**config.mk**
```make
export PLATFORM = sky130hd
export DESIGN_NAME = mux_n_rr
export DESIGN_NICKNAME = d
export VERILOG_FILES = /design/src/rtl/mux_n_rr_pkg.sv /design/src/rtl/mux_n_rr_arbiter.sv /design/src/rtl/mux_n_rr.sv
export SDC_FILE = /design/constraint.sdc
export NUM_CORES = 1
export LEC_CHECK = 0
export BUFFER_PORTS_ARGS = -buffer_cell sky130_fd_sc_hd__buf_4
export CAP_MARGIN = 20
export CORE_MARGIN = 8
export CORE_UTILIZATION = 40
export DETAILED_ROUTE_END_ITERATION = 12
export GPL_TIMING_DRIVEN = 0
export HOLD_SLACK_MARGIN = 0.08
export PLACE_DENSITY = 0.88
export SETUP_SLACK_MARGIN = 0.4
export SLEW_MARGIN = 20
export SYNTH_ARGS = -nofsm -noshare
export SYNTH_HDL_FRONTEND = slang
export SYNTH_HIERARCHICAL = 1
export SYNTH_SLANG_ARGS = --single-unit
export TNS_END_PERCENT = 100
```
**constraint.sdc**
```tcl
create_clock -name clk -period 2.2 [get_ports clk]
set_clock_uncertainty 0.1 [all_clocks]
set_input_delay 0.44 -clock clk [delete_from_list [all_inputs] [get_ports clk]]
set_output_delay 0.44 -clock clk [all_outputs]
set_load 0.005 [all_outputs]
```
**src/rtl/mux_n_rr_pkg.sv**
```systemverilog
// Shared definitions for the N:1 registered multiplexer.
//   mux_mode_e  : channel selection mode (software select or round-robin)
//   clog2_min1  : index width helper, never smaller than 1 bit
package mux_pkg;

    typedef enum logic {
        MODE_SEL = 1'b0,
        MODE_RR  = 1'b1
    } mux_mode_e;

    function automatic int unsigned clog2_min1(input int unsigned n);
        return (n <= 2) ? 1 : $clog2(n);
    endfunction

endpackage

```
**src/rtl/mux_n_rr_arbiter.sv**
```systemverilog
// Round-robin arbiter (purely combinational).
//   req  in   N    request vector
//   ptr  in   SW   last granted index; the search starts at ptr+1 (mod N)
//   gnt  out  N    one-hot grant, all zero when no request
//   idx  out  SW   index of the granted request (0 when none)
//   any  out  1    at least one request present
module rr_arbiter
    import mux_pkg::*;
#(
    parameter  int unsigned N  = 4,
    localparam int unsigned SW = clog2_min1(N)
) (
    input  logic [N-1:0]  req,
    input  logic [SW-1:0] ptr,
    output logic [N-1:0]  gnt,
    output logic [SW-1:0] idx,
    output logic          any
);

    always_comb begin
        int unsigned j;
        logic        found;
        gnt   = '0;
        idx   = '0;
        found = 1'b0;
        j     = 0;
        // k runs 1..N so ptr itself is visited last; a lone requester at
        // ptr is therefore still granted.
        for (int unsigned k = 1; k <= N; k++) begin
            j = (32'(ptr) + k) % N;
            if (!found && req[j]) begin
                found  = 1'b1;
                gnt[j] = 1'b1;
                idx    = SW'(j);
            end
        end
        any = |req;
    end

endmodule

```
**src/rtl/mux_n_rr.sv**
```systemverilog
// N:1 registered multiplexer with valid/ready on every input and the output.
//   clk        in   1          rising-edge clock
//   rst_n      in   1          asynchronous active-low reset
//   in_valid   in   N          per-channel valid
//   in_data    in   N*WIDTH    channel i at [i*WIDTH +: WIDTH]
//   in_ready   out  N          per-channel ready (combinational, at most one set)
//   sel        in   SW         channel select, MODE_SEL only
//   out_valid  out  1          registered output valid
//   out_data   out  WIDTH      registered output data
//   out_src    out  SW         channel that supplied out_data
//   out_ready  in   1          downstream ready
module mux_n_rr
    import mux_pkg::*;
#(
    parameter  int unsigned WIDTH = 8,
    parameter  int unsigned N     = 4,
    parameter  mux_mode_e   MODE  = MODE_SEL,
    localparam int unsigned SW    = clog2_min1(N)
) (
    input  logic                 clk,
    input  logic                 rst_n,
    input  logic [N-1:0]         in_valid,
    input  logic [N*WIDTH-1:0]   in_data,
    output logic [N-1:0]         in_ready,
    input  logic [SW-1:0]        sel,
    output logic                 out_valid,
    output logic [WIDTH-1:0]     out_data,
    output logic [SW-1:0]        out_src,
    input  logic                 out_ready
);

    logic             out_valid_q, out_valid_d;
    logic [WIDTH-1:0] out_data_q,  out_data_d;
    logic [SW-1:0]    out_src_q,   out_src_d;

    logic             load_en;
    logic             req;
    logic [SW-1:0]    g;
    logic [N-1:0]     gnt_oh;
    logic [WIDTH-1:0] g_data;

    // One-deep output register: refill whenever empty or being drained.
    assign load_en = !out_valid_q || out_ready;

    if (MODE == MODE_RR) begin : g_rr
        logic [SW-1:0] rr_ptr_q, rr_ptr_d;
        logic [N-1:0]  arb_gnt;
        logic [SW-1:0] arb_idx;
        logic          arb_any;
        logic          unused_sel;

        assign unused_sel = ^sel;

        rr_arbiter #(.N(N)) u_arb (
            .req (in_valid),
            .ptr (rr_ptr_q),
            .gnt (arb_gnt),
            .idx (arb_idx),
            .any (arb_any)
        );

        assign req      = arb_any;
        assign g        = arb_idx;
        assign gnt_oh   = arb_gnt;
        assign rr_ptr_d = (load_en && req) ? g : rr_ptr_q;

        // Reset to N-1 so the first search after reset starts at channel 0.
        always_ff @(posedge clk or negedge rst_n) begin
            if (!rst_n) begin
                rr_ptr_q <= SW'(N - 1);
            end else begin
                rr_ptr_q <= rr_ptr_d;
            end
        end
    end else begin : g_sel
        logic sel_ok;

        if ((1 << SW) == N) begin : g_pow2
            assign sel_ok = 1'b1;
        end else begin : g_npow2
            assign sel_ok = (32'(sel) < N);
        end

        // Out-of-range selects are folded to 0 so no part-select ever
        // leaves the in_data vector; req stays low for them.
        assign g      = sel_ok ? sel : '0;
        assign req    = sel_ok && in_valid[g];
        assign gnt_oh = req ? (N'(1) << g) : '0;
    end

    assign g_data   = in_data[g*WIDTH +: WIDTH];
    assign in_ready = (rst_n && load_en) ? gnt_oh : '0;

    always_comb begin
        out_valid_d = out_valid_q;
        out_data_d  = out_data_q;
        out_src_d   = out_src_q;
        if (load_en) begin
            out_valid_d = req;
            if (req) begin
                out_data_d = g_data;
                out_src_d  = g;
            end
        end
    end

    always_ff @(posedge clk or negedge rst_n) begin
        if (!rst_n) begin
            out_valid_q <= 1'b0;
            out_data_q  <= '0;
            out_src_q   <= '0;
        end else begin
            out_valid_q <= out_valid_d;
            out_data_q  <= out_data_d;
            out_src_q   <= out_src_d;
        end
    end

    assign out_valid = out_valid_q;
    assign out_data  = out_data_q;
    assign out_src   = out_src_q;

endmodule

```
==> results by group <==
Placement
  • Detailed placement HPWL: around 1900 um
  • IO buf count: 55
  • Placer Congestion: 0.801
  • Setup WS pre-CTS: around 0.25 ns

Setup path
  • CP Class: reg2out
  • CP top delay family: simple AND/OR/NAND/NOR gates
  • Crit-path max cell delay: between 0.3 and 0.4 ns
  • CP Launch Type: register
  • Critical R2R Capture: out_data[1]
  • Worst r2r src: out_valid
  • Worst setup EP type: output pin
  • Worst Path Buf+Inv: 1
  • Slowest cell on crit path: dfrtp_1
  • Worst reg-to-reg path cell count: 6
  • Worst-path fanout max: 3
  • Crit path required time: 1.66 ns
  • Worst EP arrival: 1.31 ns
  • CP Cell Sequence: nand2b_1 -> nor3b_4 -> and4_1 -> buf_4
  • Flop2flop setup slack: 0.48 ns

Cells and area
  • Multi-input gate area: 414 um2
  • Antenna cells: 0
  • Syn-to-layout area delta: 74.4%
  • Proportion of layout cells with a drive suffix above 1: ~78%
  • # fillers: 111
  • Post-layout nets: 154
  • Sequential cell area: 275 um2

Power
  • Switch Pwr: ~190 uW
  • Clock Power Share: 20.5%
  • Leakage power: 0.000598 uW
  • Switching Fraction: 27.2%
  • Pwr Total: between 600 and 700 uW
  • Internal power: 507 uW
  • Seq pwr share: approximately two fifths
  • PwrDens: 572 nW/um2
  • Max VDD drop: 440 uV
  • Combinational share of power: around 40%

Worst hold path
  • Hold depth: 3
  • Class of the worst hold path: in2reg
  • Min-delay src: out_ready
  • Hold EP: out_valid

Timing
  • Fin. max-slew vios: 0
  • Hold slack final: 0.409 ns
  • Min setup slack post-route: around 0.35 ns
  • Final setup TNS: 0 ns
  • Final setup viols: 0
  • Slew headroom: 64.3%
  • Minimum clock period: roughly 1.9 ns
  • Fin. Hold Viols: 0
  • Unrepaired setup endpoints after global routing: yes
  • Least-Margin Pin Slew: 0.533 ns
  • Final period utilization: 84.1%
  • Max Clk Rate: around 540 MHz

Route
  • Detail Route Antenna Nets: 0
  • Drt drc: 0
  • Vias: 664
  • Vias/cell: 5.15
  • Initial DRC count: 17
  • WL per Instance: approximately 18 um
  • Drt total wl: 2360 um
  • Drt first pass iters: 4

Floorplanning
  • Die Span X: 57.8 um
  • Core area: between 1500 and 2000 um2
  • Starting Density: 41.3%
  • I/O pins: 56
  • Die height: 57.8 um
  • Full die area: ~3300 um2
  • Row cnt: 15

Outcome
  • Status: finished, final reports clean

Synth
  • Mapped cell area: 698 um2
  • Area leader, netlist: dfrtp_1
  • Seq/Total Area, Yosys: 39.4%
  • Synth Warn #: 6
  • Distinct cell type count after synthesis: 17
  • EDFF count, synth: 0
  • Flops & latches, synth: 11
  • Synth area leaders: dfrtp_1 (39%), mux4_2 (26%), mux2_2 (16%)
  • Gate Count Post-Synth: 48
  • Synth top area share: 39.4%
  • Mean post-synth cell area: around 15 um2
  • Main flop type after synthesis: dfrtp_1
  • Post-Syn Nets: 89
  • Commonest cells post-synth: dfrtp_1 (11), mux2_2 (10), mux4_2 (8)
  • Count leader, synth: dfrtp_1
  • Post-synth ARST share: 100%

CTS
  • Sink Count: 11
  • CTS Buf Count: 3
  • CTS tree: yes
  • H-tree Lvls: 1
  • CTS root buf: clkbuf_4
  • Longest Clk Path Bufs: 2
  • Clk_lat worst skew: approximately 0.27 ns
  • Clk slew on worst S/H paths: 0.08 ns

Global route
  • First-pass GRT wire length: 3540 um
  • Vias in the first global route: 727
  • Initial antenna violation count: 0
  • Largest net degree at the start of global routing: 12
  • Grt total ovfl: 0
  • GR Util All Layers: 13.8%

Run
  • Max-cap violation count: 0
[cell families after synthesis]
| logic type | synth area share (%) |
|---|---|
| AOI/OAI and AO/OA | 1.79 |
| DFF | 39.4 |
| buffers and inverters | 2.87 |
| and+or+nand+nor | 12.5 |
| muxes | 43.4 |
[metrics by stage]
step	cell area, um2	instances	utilization, %
floorplan	698	48	-
global placement	1130	120	67.0
detailed placement	1130	120	67.0
CTS	1200	127	71.0
global route	1220	129	72.1
finish	1220	129	72.1
[sequential cells by signal, summed over array words and instances, names as in the netlist]
signal	flops
out_src	2
out_valid	1
out_data	8
[power by group through the flow]
stage / Sequential, uW / Clock, uW / Combinational, uW
6_report: 277 / 143 / 277
5_1_grt: 282 / 155 / 297
4_1_cts: 277 / 143 / 276
3_5_place_dp: 281 / 0 / 267
3_3_place_gp: 276 / 0 / 258
2_1_floorplan: 283 / 0 / 101
[routing by layer]
layer	part of all wire [%]	global-route usage (%)	vias up	wire length, um
li1	-	-	315	-
met1	38	15.1	317	892
met2	52	23.3	30	1230
met3	9.5	5.96	2	223
met4	0.34	5.24	0	8
met5	0	0	-	0
[placed cells by master (no fill, tap or decap)]
cell type / instances
mux4_2: 8
dfrtp_1: 11
nor2_2: 1
inv_1: 3
mux2_4: 1
buf_6: 1
buf_4: 59
o21ai_0: 1
and2_1: 1
mux2_2: 9
clkbuf_2: 1
o21bai_1: 1
nand2b_1: 1
nand3_2: 1
dlygate4sd3_1: 1
and4_1: 2
clkbuf_4: 3
clkbuf_1: 1
nor2_4: 1
nor3b_4: 1
nor2_1: 2
mux2i_1: 1
and3_4: 1
[cell type report]
type / instances / area share, %
timing repair buffer: 60 / 37.5
multi-input combinational: 32 / 34.0
sequential: 11 / 22.6
clock buffer: 4 / 2.16
tap: 17 / 1.75
buffer: 2 / 1.03
inverter: 3 / 0.925
[worst min-delay path, stage by stage]
cell and delay [ns]:
buf_4 0.08, nand2b_1 0.12, o21ai_0 0.10
[worst max-delay path by stage]
stage / start / cells past startpoint / slack (ns) / endpoint
after global routing: out_valid / 4 / 0.30 / in_ready[0]
after floorplan: sel[1] / 4 / 0.50 / out_data[0]
final: out_valid / 4 / 0.35 / in_ready[0]
after detailed placement: sel[1] / 5 / 0.25 / in_ready[0]
after CTS: out_valid / 4 / 0.34 / in_ready[2]
after global placement: sel[1] / 5 / 0.26 / in_ready[0]
[what timing repair did]
item / in CTS / in global routing
pin swaps: 2 / 1
hold endpoints to repair: 11 / 0
setup buffers: 2 / 2
resized for setup: 5 / 1
hold buffers: 1 / 0
endpoints found under the setup margin: 4 / 4
No activity file was read; power rests on OpenSTA's default activity.
